**src/rtl/riscv_alu_ahb_seq_if.sv**
```systemverilog
// Job, result and AHB-lite master signals of the ALU bus sequencer.
// master: sequencer side; slave: job source / result sink / AHB slave side.
interface riscv_alu_ahb_seq_if #(
  parameter int W_BURST = 3
);
  logic               i_job_valid;
  logic               o_job_ready;
  logic [3:0]         i_job_op;
  logic [31:0]        i_job_a;
  logic [31:0]        i_job_b;
  logic               o_res_valid;
  logic               i_res_ready;
  logic [31:0]        o_res_data;
  logic               o_res_err;
  logic [15:0]        o_job_cnt;
  logic [31:0]        o_HADDR;
  logic [31:0]        o_HWDATA;
  logic               o_HWRITE;
  logic [2:0]         o_HSIZE;
  logic [W_BURST-1:0] o_HBURST;
  logic [1:0]         o_HTRANS;
  logic [31:0]        i_HRDATA;
  logic [1:0]         i_HRESP;
  logic               i_HREADY;

  modport master (
    input  i_job_valid, i_job_op, i_job_a, i_job_b,
    input  i_res_ready,
    input  i_HRDATA, i_HRESP, i_HREADY,
    output o_job_ready, o_res_valid, o_res_data,
    output o_res_err, o_job_cnt,
    output o_HADDR, o_HWDATA, o_HWRITE,
    output o_HSIZE, o_HBURST, o_HTRANS
  );

  modport slave (
    output i_job_valid, i_job_op, i_job_a, i_job_b,
    output i_res_ready,
    output i_HRDATA, i_HRESP, i_HREADY,
    input  o_job_ready, o_res_valid, o_res_data,
    input  o_res_err, o_job_cnt,
    input  o_HADDR, o_HWDATA, o_HWRITE,
    input  o_HSIZE, o_HBURST, o_HTRANS
  );
endinterface

```
**src/rtl/riscv_alu_ahb_seq.sv**
```systemverilog
// AHB-lite master: one ALU job -> W A, W B, W OP, R P -> result.
// Ports: HCLK, HRESET (async, high), bus (job/result/AHB master).
module riscv_alu_ahb_seq #(
  parameter logic [31:0] BASE_ADDR = 32'hE0000000,
  parameter int          W_BURST   = 3
) (
  input logic                 HCLK,
  input logic                 HRESET,
  riscv_alu_ahb_seq_if.master bus
);
  localparam logic [1:0] TR_IDLE   = 2'b00;
  localparam logic [1:0] TR_NONSEQ = 2'b10;
  localparam logic [1:0] RESP_ERR  = 2'b01;
  localparam logic [W_BURST-1:0] BURST_SINGLE = '0;

  localparam logic [31:0] ADDR_OP = BASE_ADDR + 32'h0;
  localparam logic [31:0] ADDR_A  = BASE_ADDR + 32'h4;
  localparam logic [31:0] ADDR_B  = BASE_ADDR + 32'h8;
  localparam logic [31:0] ADDR_P  = BASE_ADDR + 32'hC;

  typedef enum logic [3:0] {
    IDLE, A_ADDR, A_DATA, B_ADDR, B_DATA,
    OP_ADDR, OP_DATA, P_ADDR, P_DATA, RESP
  } state_t;

  state_t      state_q, state_d;
  logic [3:0]  op_q;
  logic [31:0] a_q, b_q;
  logic        err_q;
  logic [31:0] res_data_q;
  logic        res_err_q;
  logic [15:0] cnt_q;

  logic [31:0] haddr, hwdata;
  logic [1:0]  htrans;
  logic        hwrite;
  logic        done, is_err, fail, dphase;

  assign done   = bus.i_HREADY;
  assign is_err = (bus.i_HRESP == RESP_ERR);
  // An error seen in a wait state counts at completion too.
  assign fail   = err_q | is_err;
  assign dphase = (state_q == A_DATA) || (state_q == B_DATA) ||
                  (state_q == OP_DATA) || (state_q == P_DATA);

  always_comb begin
    state_d = state_q;
    haddr   = '0;
    hwdata  = '0;
    htrans  = TR_IDLE;
    hwrite  = 1'b0;
    unique case (state_q)
      IDLE: begin
        if (bus.i_job_valid) state_d = A_ADDR;
      end
      A_ADDR: begin
        htrans = TR_NONSEQ;
        haddr  = ADDR_A;
        hwrite = 1'b1;
        if (done) state_d = A_DATA;
      end
      A_DATA: begin
        haddr  = ADDR_A;
        hwdata = a_q;
        if (done) state_d = fail ? RESP : B_ADDR;
      end
      B_ADDR: begin
        htrans = TR_NONSEQ;
        haddr  = ADDR_B;
        hwrite = 1'b1;
        if (done) state_d = B_DATA;
      end
      B_DATA: begin
        haddr  = ADDR_B;
        hwdata = b_q;
        if (done) state_d = fail ? RESP : OP_ADDR;
      end
      OP_ADDR: begin
        htrans = TR_NONSEQ;
        haddr  = ADDR_OP;
        hwrite = 1'b1;
        if (done) state_d = OP_DATA;
      end
      OP_DATA: begin
        haddr  = ADDR_OP;
        hwdata = {28'b0, op_q};
        if (done) state_d = fail ? RESP : P_ADDR;
      end
      P_ADDR: begin
        htrans = TR_NONSEQ;
        haddr  = ADDR_P;
        if (done) state_d = P_DATA;
      end
      P_DATA: begin
        haddr = ADDR_P;
        if (done) state_d = RESP;
      end
      RESP: begin
        if (bus.i_res_ready) state_d = IDLE;
      end
      default: state_d = IDLE;
    endcase
  end

  always_ff @(posedge HCLK or posedge HRESET) begin
    if (HRESET) begin
      state_q    <= IDLE;
      op_q       <= '0;
      a_q        <= '0;
      b_q        <= '0;
      err_q      <= 1'b0;
      res_data_q <= '0;
      res_err_q  <= 1'b0;
      cnt_q      <= '0;
    end else begin
      state_q <= state_d;
      if (state_q == IDLE && bus.i_job_valid) begin
        op_q  <= bus.i_job_op;
        a_q   <= bus.i_job_a;
        b_q   <= bus.i_job_b;
        err_q <= 1'b0;
      end
      if (dphase && !done && is_err) err_q <= 1'b1;
      if (dphase && done && (fail || state_q == P_DATA)) begin
        res_err_q  <= fail;
        res_data_q <= fail ? '0 : bus.i_HRDATA;
      end
      if (state_q == RESP && bus.i_res_ready)
        cnt_q <= cnt_q + 16'd1;
    end
  end

  assign bus.o_job_ready = (state_q == IDLE);
  assign bus.o_res_valid = (state_q == RESP);
  assign bus.o_res_data  = res_data_q;
  assign bus.o_res_err   = res_err_q;
  assign bus.o_job_cnt   = cnt_q;
  assign bus.o_HADDR     = haddr;
  assign bus.o_HWDATA    = hwdata;
  assign bus.o_HWRITE    = hwrite;
  assign bus.o_HTRANS    = htrans;
  assign bus.o_HSIZE     = 3'b010;
  assign bus.o_HBURST    = BURST_SINGLE;
endmodule
```
**src/flat_wrapper.sv**
```systemverilog
// flat-port wrapper written by rule: the top's interface ports become plain ports
module riscv_alu_ahb_seq_flat 
#(
  parameter logic [31:0] BASE_ADDR = 32'hE0000000,
  parameter int          W_BURST   = 3
)
  (HCLK, HRESET, bus_i_job_valid, bus_i_job_op, bus_i_job_a, bus_i_job_b, bus_i_res_ready, bus_i_HRDATA, bus_i_HRESP, bus_i_HREADY, bus_o_job_ready, bus_o_res_valid, bus_o_res_data, bus_o_res_err, bus_o_job_cnt, bus_o_HADDR, bus_o_HWDATA, bus_o_HWRITE, bus_o_HSIZE, bus_o_HBURST, bus_o_HTRANS);
  riscv_alu_ahb_seq_if #(.W_BURST(W_BURST)) bus_i ();
  input logic HCLK;
  input logic HRESET;
  input wire logic [$bits(bus_i.i_job_valid)-1:0] bus_i_job_valid;
  input wire logic [$bits(bus_i.i_job_op)-1:0] bus_i_job_op;
  input wire logic [$bits(bus_i.i_job_a)-1:0] bus_i_job_a;
  input wire logic [$bits(bus_i.i_job_b)-1:0] bus_i_job_b;
  input wire logic [$bits(bus_i.i_res_ready)-1:0] bus_i_res_ready;
  input wire logic [$bits(bus_i.i_HRDATA)-1:0] bus_i_HRDATA;
  input wire logic [$bits(bus_i.i_HRESP)-1:0] bus_i_HRESP;
  input wire logic [$bits(bus_i.i_HREADY)-1:0] bus_i_HREADY;
  output wire logic [$bits(bus_i.o_job_ready)-1:0] bus_o_job_ready;
  output wire logic [$bits(bus_i.o_res_valid)-1:0] bus_o_res_valid;
  output wire logic [$bits(bus_i.o_res_data)-1:0] bus_o_res_data;
  output wire logic [$bits(bus_i.o_res_err)-1:0] bus_o_res_err;
  output wire logic [$bits(bus_i.o_job_cnt)-1:0] bus_o_job_cnt;
  output wire logic [$bits(bus_i.o_HADDR)-1:0] bus_o_HADDR;
  output wire logic [$bits(bus_i.o_HWDATA)-1:0] bus_o_HWDATA;
  output wire logic [$bits(bus_i.o_HWRITE)-1:0] bus_o_HWRITE;
  output wire logic [$bits(bus_i.o_HSIZE)-1:0] bus_o_HSIZE;
  output wire logic [$bits(bus_i.o_HBURST)-1:0] bus_o_HBURST;
  output wire logic [$bits(bus_i.o_HTRANS)-1:0] bus_o_HTRANS;
  assign bus_i.i_job_valid = bus_i_job_valid;
  assign bus_i.i_job_op = bus_i_job_op;
  assign bus_i.i_job_a = bus_i_job_a;
  assign bus_i.i_job_b = bus_i_job_b;
  assign bus_i.i_res_ready = bus_i_res_ready;
  assign bus_i.i_HRDATA = bus_i_HRDATA;
  assign bus_i.i_HRESP = bus_i_HRESP;
  assign bus_i.i_HREADY = bus_i_HREADY;
  assign bus_o_job_ready = bus_i.o_job_ready;
  assign bus_o_res_valid = bus_i.o_res_valid;
  assign bus_o_res_data = bus_i.o_res_data;
  assign bus_o_res_err = bus_i.o_res_err;
  assign bus_o_job_cnt = bus_i.o_job_cnt;
  assign bus_o_HADDR = bus_i.o_HADDR;
  assign bus_o_HWDATA = bus_i.o_HWDATA;
  assign bus_o_HWRITE = bus_i.o_HWRITE;
  assign bus_o_HSIZE = bus_i.o_HSIZE;
  assign bus_o_HBURST = bus_i.o_HBURST;
  assign bus_o_HTRANS = bus_i.o_HTRANS;
  riscv_alu_ahb_seq #(.BASE_ADDR(BASE_ADDR), .W_BURST(W_BURST)) u_core (.HCLK(HCLK), .HRESET(HRESET), .bus(bus_i));
endmodule
```
**config.mk**
```make
export PLATFORM = sky130hd
export DESIGN_NAME = riscv_alu_ahb_seq_flat
export DESIGN_NICKNAME = d
export VERILOG_FILES = /design/src/rtl/riscv_alu_ahb_seq_if.sv /design/src/rtl/riscv_alu_ahb_seq.sv /design/src/flat_wrapper.sv
export SDC_FILE = /design/constraint.sdc
export NUM_CORES = 1
export LEC_CHECK = 0
export CORE_ASPECT_RATIO = 1.5
export CORE_MARGIN = 2
export CORE_UTILIZATION = 44
export CTS_BUF_LIST = sky130_fd_sc_hd__clkbuf_4 sky130_fd_sc_hd__clkbuf_8
export DETAILED_ROUTE_END_ITERATION = 16
export PLACE_DENSITY = 0.82
export SYNTH_ARGS = -nofsm -noshare
export SYNTH_HDL_FRONTEND = slang
export SYNTH_SLANG_ARGS = --single-unit
```
**constraint.sdc**
```tcl
create_clock -name HCLK -period 4.4 [get_ports HCLK]
set_input_delay 0.66 -clock HCLK [delete_from_list [all_inputs] [get_ports HCLK]]
set_output_delay 0.66 -clock HCLK [all_outputs]
set_load 0.05 [all_outputs]
```
== Word-level counts from Yosys, hierarchy flattened ==
Index checks and enable logic that the tools add are counted.
W data, S select, Z words.

* Add/subtract/negate cells: 1
* Multiply operators: 0
* Div/mod/pow operators: 0
* Magnitude comparators: 0
* Equality and inequality tests: 20
* Shifts and indexed selects: 0
* Muxes and demuxes: 21
* Bitwise logic cells: 1
* Reductions and logical operators: 20

{| class="wikitable"
|+ Operators by type and width
! operator !! number
|-
| $pmux W32 S4 || 1
|-
| $pmux W32 S3 || 1
|-
| $mux W4 || 13
|-
| $pmux W4 S10 || 1
|-
| $mux W32 || 1
|-
| $ne A2 B2 Y1 const B || 10
|-
| $add A16 B1 Y16 const B || 1
|-
| $eq A4 B3 Y1 const B || 4
|-
| $reduce_and A10 Y1 || 1
|-
| $eq A4 B2 Y1 const B || 2
|-
| $eq A4 B4 Y1 const B || 2
|-
| $reduce_or A2 Y1 || 4
|-
| $logic_and A1 B1 Y1 || 6
|-
| $eq A4 B1 Y1 const B || 1
|-
| $logic_not A4 Y1 || 1
|-
| $logic_or A1 B1 Y1 || 4
|-
| $reduce_or A4 Y1 || 1
|-
| $mux W1 || 3
|-
| $reduce_or A3 Y1 || 1
|-
| $eq A2 B1 Y1 const B || 1
|-
| $mux W2 || 1
|-
| $reduce_bool A2 Y1 || 1
|-
| $logic_not A1 Y1 || 1
|-
| $or A1 B1 Y1 || 1
|}

* Register bits after elaboration: 122
* Latch bits: 0
* Bits in writable memories: 0
* Bits in read-only memories: 0
* Input bits: 107
* Output and inout port bits: 124
* Word-level logic and storage cells: 71
* Memories: 0

== Longest topological paths before layout ==
Gate-level depths: netlist of run 1.

* Depth in word-level cells: 7
* Depth in mapped cells: 6
* Depth with buffers taken out: 4

== Worst setup path after synthesis of run 1 ==
OpenSTA, ideal clock, no wires.

* Kind: register -> output
* From: reg u_core.state_q[3]
* To: out bus_o_HWRITE
* Arrival: 2456 ps
* Data required time: 3740 ps
* Slack: 1284 ps
* Stages on the path, launching flop included: 4
* Buffers on the path: 1
* Cell sequence: dfrtp_1 -> buf_4 -> nor2b_1 -> a21boi_0

* Longest elaborated chain between the ends: 3
* Elaborated cells on any way between the ends: 5
* Classes of those cells: eq/ne: 3; mux: 1; reduce/logical: 1

{| class="wikitable"
|+ RTL lines
! what !! line !! RTL
|-
| from (decl) || riscv_alu_ahb_seq.sv:26 || <nowiki>state_t state_q, state_d;</nowiki>
|-
| from (signal assigned) || riscv_alu_ahb_seq.sv:116 || <nowiki>state_q <= state_d;</nowiki>
|-
| $eq A4 B1 Y1 (tied with other cells) || riscv_alu_ahb_seq.sv:52 || <nowiki>unique case (state_q)</nowiki>
|-
| $reduce_or A3 Y1 (no source line) * || - ||
|-
| $mux W1 * || riscv_alu_ahb_seq.sv:52 ||
|-
| to (decl) || flat_wrapper.sv:26 || <nowiki>output wire logic [$bits(bus_i.o_HWRITE)-1:0] bus_o_HWRITE;</nowiki>
|}

Every way passes the cells marked *; elsewhere a longest branch is shown, timed or not.

== Worst setup path after layout of run 1 ==
* From: reg u_core.state_q[0]
* To: out bus_o_HWDATA[2]

* Longest elaborated chain between the ends: 2
* Elaborated cells on any way between the ends: 4
* Classes of those cells: eq/ne: 3; mux: 1

{| class="wikitable"
|+ RTL lines
! what !! line !! RTL
|-
| $eq A4 B3 Y1 or $eq A4 B2 Y1 (tied branches) || riscv_alu_ahb_seq.sv:52 ||
|-
| $pmux W32 S3 * || riscv_alu_ahb_seq.sv:52 ||
|-
| to (decl) || flat_wrapper.sv:25 || <nowiki>output wire logic [$bits(bus_i.o_HWDATA)-1:0] bus_o_HWDATA;</nowiki>
|}

Marks and branches as above.

==> results of run 1 <==
[power by group]
| group | leakage (nW) | switching (mW) | internal (mW) |
|---|---|---|---|
| sequential | 1.54 | 0.355 | 1.61 |
| combinational | 1.74 | 1.79 | 1.23 |
| clock | 0.223 | 0.459 | 0.702 |
| total | 3.50 | 2.61 | 3.54 |
[cells in the final DEF (no fill, tap or decap), types with 4 or more instances in the layout]
cell type and n:
dfrtp_1 122, nor2_1 15, nand2_1 18, clkinvlp_4 4
clkbuf_8 18, xor2_1 10, a22oi_1 5, xnor2_1 7
nor2b_1 4, a22o_1 60, clkdlybuf4s50_1 196, mux2_2 60
o21ai_0 6, bufinv_16 5, mux2_4 9, nand3_1 8
conb_1 34
[registers in the layout (all words and copies together), names as in the netlist]
register / count
u_core.b_q: 32
u_core.op_q: 4
u_core.err_q: 1
u_core.bus.o_res_err: 1
u_core.state_q: 4
u_core.bus.o_res_data: 32
u_core.bus.o_job_cnt: 16
u_core.a_q: 32
[kinds of logic (layout without fill, tap and decap cells)]
kind of cell | Yosys count | count (layout) | synth area share
AO/OA/AOI/OAI | 84 | 84 | 0.124
XOR/XNOR | 17 | 17 | 0.0268
flip-flops | 122 | 122 | 0.551
buffers and inverters | 67 | 235 | 0.0769
multiplexers | 70 | 70 | 0.148
other | 2 | 34 | 0.00135
adder cells (fa/ha/maj) | 1 | 1 | 0.00226
AND/OR/NAND/NOR | 69 | 69 | 0.0702
[layout make-up]
type	count	area (um^2)	share of cell area
Timing Repair Buffer	199	2000	0.251
Sequential cell	122	3050	0.384
Tap cell	156	195	0.0246
Multi-Input combinational cell	275	2210	0.278
Inverter	4	17.5	0.00221
Clock buffer	19	255	0.0321
Clock inverter	13	215	0.0271
[routing by layer]
layer	vias up	wire [um]	GRT usage
li1	1856	-	-
met1	1974	4980	0.233
met2	168	6700	0.328
met3	13	993	0.0605
met4	0	148	0.0602
met5	-	0	0
[metrics by stage]
stage / util / setup slack (ps) / instances
floorplan: - / 497 / 464
global placement: 0.603 / 1370 / 756
detailed placement: 0.603 / 1300 / 756
CTS: 0.641 / 818 / 788
global route: 0.641 / 631 / 788
finish: 0.641 / 875 / 788
[cells in the mapped netlist, types with 2 or more instances]
cell type	number	area (um^2)
inv_1	4	15.0
buf_4	38	285
a22o_1	60	526
and3_1	2	12.5
mux2_2	60	676
mux2_4	9	135
buf_6	2	22.5
nand3_1	8	40.0
dfrtp_1	122	3050
o31ai_1	2	15.0
nand4_2	2	25.0
a32o_1	2	20.0
nand2b_1	2	12.5
buf_2	14	70.1
nand3b_1	3	22.5
conb_1	2	7.51
a22oi_1	5	37.5
nand2_1	18	67.6
a21oi_1	3	15.0
xor2_1	10	87.6
xnor2_1	7	61.3
a21boi_0	2	15.0
o21ai_0	6	30.0
nor2_1	15	56.3
nor3_2	2	20.0
nor2b_1	4	25.0
o21a_1	2	15.0
clkbuf_1	9	33.8
nor3_1	4	20.0
[worst max-delay path: stages (launching register included)]
cell	delay, ps
dfrtp_1	600
nand2b_1	280
nor3_2	130
buf_4	360
a22oi_1	160
nand2_1	100
clkdlybuf4s50_1	800
[worst paths after layout]
check	startpoint	end	slack, ps	cells after the start
setup reg to reg	u_core.state_q[3]$_DFFE_PP0P_	u_core.bus.o_res_data[14]$_DFFE_PP0P_	1870	4
min in group asynchronous	HRESET	u_core.bus.o_res_data[8]$_DFFE_PP0P_	690	2
max in group asynchronous	HRESET	u_core.a_q[10]$_DFFE_PP0P_	2890	3
setup / recovery	u_core.state_q[0]$_DFFE_PP0P_	bus_o_HWDATA[2]	880	6
hold / removal	u_core.bus.o_res_err$_DFFE_PP0P_	u_core.bus.o_res_err$_DFFE_PP0P_	490	1
hold reg to reg	u_core.bus.o_res_err$_DFFE_PP0P_	u_core.bus.o_res_err$_DFFE_PP0P_	490	1
==> results.txt, run 1 <==
----------------------------------------------------
[Clocking]
  Buffer cell driving the clock tree root ... clkbuf_8
  TritonCTS clock tree ... done
  Clock-pin slew on the worst setup and hold paths ... roughly 70 ps
  Bufs on Longest Clock Path ... 2
  Clk_lat worst skew ... roughly 430 ps
  CTS buffer count ... 17
  Count of H-tree levels built during CTS ... 4
  # Post-CTS Setup Buffers ... 0
  Cts-stage hold buffer count ... 0
  Post-CTS resize count ... 0
  TritonCTS Sinks ... between 100 and 150

[Layout]
  Area growth, synth to finish ... 43.2%
  Filler cell count in the final layout ... around 950
  Share of cells above drive strength 1 ... 0.182
  Finished Cell Area ... about 7900 um^2
  Ant. Diodes ... 0
  Net count, final ... between 700 and 800

[GRT]
  Largest net degree at the start of global routing ... 70
  Wire length of the first global-routing pass ... ~20 mm
  Via count of the first global-routing pass ... a little over 4000
  Remaining global-route overflow ... 0
  Global-route usage over all layers ... 0.194
  Antenna violations before repair ... 0

[Timing]
  Clock Skews ... about 11 ps
  Slew Viols, Final ... 0
  Achievable clock frequency ... 0.284 GHz
  Worst hold slack across all endpoints ... roughly 490 ps
  Setup Total Neg Slack ... 0 ps
  Final Hold Fails ... 0
  Unrepaired setup endpoints after global routing ... false
  Portion of the clock cycle consumed by the worst path in the final layout ... 0.801
  Actual transition at the worst max-transition pin ... about 1200 ps
  Headroom to the max-slew limit ... 0.223
  Final critical path time including I/O delays and setup ... roughly 3500 ps
  # setup viols final ... 0

[Floorplanning]
  Die footprint ... between 10000 and 15000 um^2
  Starting density of the core ... 0.448
  Core area ... roughly 12000 um^2
  Count of standard-cell rows ... 50
  Die W ... 95.7 um
  Number of ports placed on the die boundary ... 231
  Die span in y ... about 140 um

[Yosys]
  EDFF count, synth ... 0
  Cell area after synthesis ... 5550 um^2
  Number of register bits inferred by synthesis ... 122
  Count of synthesis-stage warnings from yosys ... 0
  Async set-reset flop share out of synthesis ... 1.00
  Mapped Cells ... 432
  Distinct cells, synth ... between 40 and 50
  Synthesized area divided by synthesized cell count ... 12.8 um^2
  Ys flop type ... dfrtp_1
  Sequential element share of the synthesized area ... 0.551

[Worst setup path]
  Class of the most critical setup path ... reg -> out
  Worst endpoint required time ... approximately 3700 ps
  Launching element type of the critical path ... register
  Highest net fanout along the worst path ... 32
  Arrival time worst endpoint ... approximately 2900 ps
  Setup crit end kind ... primary output

[Place]
  Weighted congestion reported at the end of routability-driven placement ... 0.756
  Placed wire-length estimate ... slightly above 9 mm
  Post-detailed-placement cell area ... around 7500 um^2
  Port Buf Inserts ... 196

[Routing]
  Remaining antenna violation count ... 0
  Via count normalized by instance count ... 5.09
  DRC Markers ... 0
  Drt first pass iters ... 4
  Final Routed Wirelength ... about 13 mm
  Overall via count from detail_route ... roughly 4000
  Average wire per cell in the routed design ... approximately 16 um
  Initial DRC count ... slightly above 80

[Flow run]
  Maximum Capacitance Violations ... 0

[Power and ir drop]
  Final Power ... roughly 6 mW
  Power density over the cells ... around 770 nW/um^2
  Maximum ir drop on the vdd rail ... a little over 0.5 mV
  Leakage component of the power ... about 3.5 nW

[Worst hold path]
  Path category of the worst min-delay check ... reg -> reg

[Status]
  Result of the run ... finished, final reports clean

----------------------------------------------------
Note: power is estimated with default switching activity, not from simulation.
==> inputs of run 2 (changes only) <==
- clock period: 4.4 -> 3.3 ns (I/O delays scaled with it)
==> results.txt, run 2 (synthesized netlist as in run 1, its figures left out) <==
----------------------------------------------------
[Worst setup path]
  Highest net fanout along the worst path ... 32
  Class of the most critical setup path ... reg -> out
  Cell depth of the worst flop-to-flop path ... 5
  Setup crit end kind ... primary output
  Launching element type of the critical path ... register
  Arrival time worst endpoint ... around 2600 ps
  Worst endpoint required time ... around 2800 ps

[Layout]
  Net count, final ... roughly 730
  Final core utilization ... 0.632
  Area growth, synth to finish ... 41.1%
  Leading cell type in the layout, fill and taps excluded ... clkdlybuf4s50_1
  Ant. Diodes ... 0
  Highest-count cells in the layout ignoring fill and taps ... clkdlybuf4s50_1, dfrtp_1, a22o_1, mux2_2, conb_1
  Post-Layout Cell Count ... 790
  Share of cells above drive strength 1 ... 0.211

[GRT]
  Wire length of the first global-routing pass ... around 20 mm
  Global-route usage over all layers ... 0.192
  Antenna violations before repair ... 0
  Via count of the first global-routing pass ... roughly 4100
  Largest net degree at the start of global routing ... ~70
  Remaining global-route overflow ... 0

[Routing]
  Final Routed Wirelength ... roughly 13 mm
  Average wire per cell in the routed design ... ~16 um
  Via count normalized by instance count ... between 5 and 6
  Overall via count from detail_route ... about 4000
  Initial DRC count ... 69
  Remaining antenna violation count ... 0
  Drt first pass iters ... 4
  DRC Markers ... 0

[Clocking]
  Cts-stage hold buffer count ... 0
  TritonCTS clock tree ... done
  TritonCTS Sinks ... approximately 120
  Clk_lat worst skew ... 420 ps
  Clock-pin slew on the worst setup and hold paths ... approximately 70 ps
  Buffer cell driving the clock tree root ... clkbuf_8
  Post-CTS resize count ... 0
  CTS buffer count ... 17
  # Post-CTS Setup Buffers ... 0
  Bufs on Longest Clock Path ... 2
  Count of H-tree levels built during CTS ... 4

[Worst hold path]
  Path category of the worst min-delay check ... reg -> reg
  WHS Path Cells ... 1

[Timing]
  Final critical path time including I/O delays and setup ... roughly 3100 ps
  Setup Total Neg Slack ... 0 ps
  Headroom to the max-slew limit ... 0.218
  Unrepaired setup endpoints after global routing ... false
  Actual transition at the worst max-transition pin ... between 1000 and 1500 ps
  Portion of the clock cycle consumed by the worst path in the final layout ... 0.936
  Achievable clock frequency ... around 0.32 GHz
  # setup viols final ... 0
  Final Hold Fails ... 0
  Slew Viols, Final ... 0
  Clock Skews ... about 12 ps

[Floorplanning]
  Number of ports placed on the die boundary ... 231
  Count of standard-cell rows ... 50
  Die span in y ... 141 um
  Die footprint ... about 14000 um^2
  Die W ... about 96 um
  Core area ... between 10000 and 15000 um^2
  Starting density of the core ... 0.448

[Power and ir drop]
  Leakage component of the power ... approximately 3.5 nW
  Maximum ir drop on the vdd rail ... between 0.5 and 0.6 mV
  Power density over the cells ... 1000 nW/um^2

[Place]
  Cell count after placement ... approximately 760
  Weighted congestion reported at the end of routability-driven placement ... approximately 0.83
  Port Buf Inserts ... just under 200
  Placed wire-length estimate ... approximately 9.3 mm

[Flow run]
  Maximum Capacitance Violations ... 0

[Status]
  Result of the run ... finished, final reports clean

----------------------------------------------------
## run 2: changes by cell type in the layout (fill, tap and decap cells not counted)
cell	delta
buf_4	+21
clkdlybuf4s50_1	-16
bufinv_16	-4
clkinv_2	+4
inv_6	-3
clkbuf_8	+2
clkinv_4	-1
dfrtp_1	-1
dfrtp_2	+1
inv_4	-1
## run 2: through the flow
step	hold WS, ps	setup WS [ps]	power [mW]	instance area, um^2
after floorplan	479	349	5.46	5670
after global placement	463	567	6.59	7470
final	482	210	7.85	7830
after global routing	512	38.8	8.25	7830
after CTS	484	3.28	7.93	7830
after detailed placement	464	477	6.71	7470
## run 2: area by class of cell
class / count / area (um^2)
Fill cell: 965 / 4560
Sequential cell: 122 / 3050
Multi-Input combinational cell: 275 / 2210
Timing Repair Buffer: 204 / 1990
Clock buffer: 21 / 283
Tap cell: 156 / 195
Clock inverter: 8 / 72.6
Inverter: 4 / 18.8
## run 2: path summary, 6_finish.rpt
kind | from | to | slack (ps)
setup / recovery | u_core.state_q[2]$_DFFE_PP0P_ | bus_o_HWDATA[27] | 210
hold reg to reg | u_core.bus.o_job_cnt[15]$_DFFE_PP0P_ | u_core.bus.o_job_cnt[15]$_DFFE_PP0P_ | 480
max in group asynchronous | HRESET | u_core.b_q[24]$_DFFE_PP0P_ | 2200
hold / removal | u_core.bus.o_job_cnt[15]$_DFFE_PP0P_ | u_core.bus.o_job_cnt[15]$_DFFE_PP0P_ | 480
min in group asynchronous | HRESET | u_core.bus.o_res_data[12]$_DFFE_PP0P_ | 520
setup reg to reg | u_core.state_q[1]$_DFFE_PP0P_ | u_core.bus.o_res_data[21]$_DFFE_PP0P_ | 990
## run 2: power breakdown
part | total [mW] | switching (mW) | internal (mW)
sequential | 2.54 | 0.395 | 2.15
clock | 1.18 | 0.539 | 0.645
combinational | 4.13 | 2.49 | 1.64
total | 7.85 | 3.42 | 4.43
## run 2: metal layers
layer	GRT usage	routed length (um)
met5	0	0
met4	0.0782	265
met3	0.0542	976
met2	0.340	6820
met1	0.213	4910
## run 2: worst max-delay path: stages, from the launching register on
cell and delay, ps:
dfrtp_2 520, nand2b_1 150, nor3_4 120, buf_4 370, a22o_1 220, clkdlybuf4s50_1 800
==> inputs of run 3 (changes only) <==
- CORE_MARGIN: 2 -> 4
==> results.txt, run 3 (synthesized netlist as in run 1, its figures left out) <==
----------------------------------------------------
[Floorplanning]
  Core area ... roughly 12000 um^2
  Starting density of the core ... 0.448
  Count of standard-cell rows ... 50
  Die W ... roughly 100 um
  Die footprint ... ~15000 um^2
  Number of ports placed on the die boundary ... 231
  Die span in y ... roughly 150 um

[Place]
  Weighted congestion reported at the end of routability-driven placement ... roughly 0.76
  Placed wire-length estimate ... between 9 and 10 mm
  Post-detailed-placement cell area ... around 7500 um^2
  Port Buf Inserts ... 196

[Status]
  Result of the run ... finished, final reports clean

[Routing]
  Final Routed Wirelength ... 13.4 mm
  Remaining antenna violation count ... 0
  Drt first pass iters ... 4
  Initial DRC count ... 83
  Via count normalized by instance count ... about 5.2
  Overall via count from detail_route ... just over 4000
  Average wire per cell in the routed design ... approximately 17 um
  DRC Markers ... 0

[Clocking]
  Count of H-tree levels built during CTS ... 4
  Clk_lat worst skew ... approximately 420 ps
  Clock-pin slew on the worst setup and hold paths ... 80 ps
  CTS buffer count ... 17
  Buffer cell driving the clock tree root ... clkbuf_8
  TritonCTS Sinks ... between 100 and 150
  TritonCTS clock tree ... done
  Bufs on Longest Clock Path ... 2
  Cts-stage hold buffer count ... 0

[Worst setup path]
  Worst endpoint required time ... ~2800 ps
  Class of the most critical setup path ... reg -> out
  Arrival time worst endpoint ... ~2600 ps
  Launching element type of the critical path ... register
  Setup crit end kind ... primary output
  Reg-to-reg critical path startpoint ... u_core.state_q[2]$_DFFE_PP0P_
  Launching element of the worst setup path ... u_core.state_q[1]$_DFFE_PP0P_
  Highest net fanout along the worst path ... 32

[Timing]
  # setup viols final ... 0
  Achievable clock frequency ... around 0.32 GHz
  Final Hold Fails ... 0
  Clock Skews ... around 9.9 ps
  Portion of the clock cycle consumed by the worst path in the final layout ... 0.937
  Final critical path time including I/O delays and setup ... roughly 3000 ps
  Setup Total Neg Slack ... 0 ps
  Unrepaired setup endpoints after global routing ... false
  Actual transition at the worst max-transition pin ... between 1000 and 1500 ps
  Worst hold slack across all endpoints ... between 400 and 500 ps
  Headroom to the max-slew limit ... 0.282
  Slew Viols, Final ... 0

[Power and ir drop]
  Leakage component of the power ... between 3 and 4 nW
  Maximum ir drop on the vdd rail ... roughly 0.48 mV
  Final Power ... approximately 8.2 mW
  Power density over the cells ... 1030 nW/um^2

[GRT]
  Via count of the first global-routing pass ... 4415
  Antenna violations before repair ... 0
  Largest net degree at the start of global routing ... roughly 120
  Remaining global-route overflow ... 0
  Global-route usage over all layers ... 0.187
  Wire length of the first global-routing pass ... 21.9 mm

[Layout]
  Leading cell type in the layout, fill and taps excluded ... clkdlybuf4s50_1
  Area growth, synth to finish ... 43.7%
  Ant. Diodes ... 0
  Finished Cell Area ... 7970 um^2
  Filler cell count in the final layout ... between 900 and 1000
  Final core utilization ... 0.643
  Net count, final ... between 700 and 800
  Highest-count cells in the layout ignoring fill and taps ... clkdlybuf4s50_1, dfrtp_1, a22o_1, mux2_2, conb_1
  Share of cells above drive strength 1 ... 0.228

[Worst hold path]
  Hold Path Origin ... u_core.bus.o_job_cnt[15]$_DFFE_PP0P_
  Path category of the worst min-delay check ... reg -> reg

[Flow run]
  Maximum Capacitance Violations ... 0

----------------------------------------------------
==> run 3: final timing paths <==
kind | end | slack [ps] | cells past startpoint
setup / recovery | bus_o_HWDATA[25] | 210 | 6
hold / removal | u_core.bus.o_job_cnt[15]$_DFFE_PP0P_ | 480 | 1
setup reg to reg | u_core.bus.o_res_data[10]$_DFFE_PP0P_ | 1050 | 4
hold reg to reg | u_core.bus.o_job_cnt[15]$_DFFE_PP0P_ | 480 | 1
max in group asynchronous | u_core.bus.o_job_cnt[0]$_DFFE_PP0P_ | 2200 | 3
min in group asynchronous | u_core.bus.o_res_data[5]$_DFFE_PP0P_ | 600 | 3
==> run 3: final cells by class <==
type / instances / area (um^2) / share of cell area
clock buffer: 19 / 262 / 0.0328
clock inverter: 13 / 213 / 0.0267
inverter: 4 / 18.8 / 0.00236
multi-input combinational: 275 / 2200 / 0.276
sequential: 122 / 3050 / 0.383
tap: 156 / 195 / 0.0245
timing repair buffer: 206 / 2020 / 0.254
==> run 3: where the power goes <==
part | internal (mW) | switching, mW | total (mW)
clock | 0.947 | 0.602 | 1.55
sequential | 2.15 | 0.391 | 2.54
combinational | 1.64 | 2.49 | 4.14
total | 4.74 | 3.49 | 8.22
==> run 3: metal layers <==
layer | GRT usage | up-vias | part of all wire
li1 | - | 1872 | -
met3 | 0.0638 | 25 | 0.085
met5 | 0 | - | 0
met4 | 0.0602 | 0 | 0.017
met1 | 0.210 | 2031 | 0.37
met2 | 0.327 | 170 | 0.53
==> run 3: through the flow <==
stage | worst slack, ps | cells
floorplan | 349 | 464
global placement | 596 | 762
detailed placement | 497 | 762
CTS | 13.5 | 794
global route | 28.7 | 795
finish | 209 | 795
==> run 3: timing repair <==
item	CTS	global route
gates resized for setup	0	4
setup endpoints to repair	0	8
buffers inserted	0	1
==> run 3: worst max-delay path, cell delays in order (launching register included) <==
cell and delay (ps):
dfrtp_1 400, buf_4 220, nand2b_1 110, nor3_2 100, buf_4 370, a22o_1 180, clkdlybuf4s50_1 800
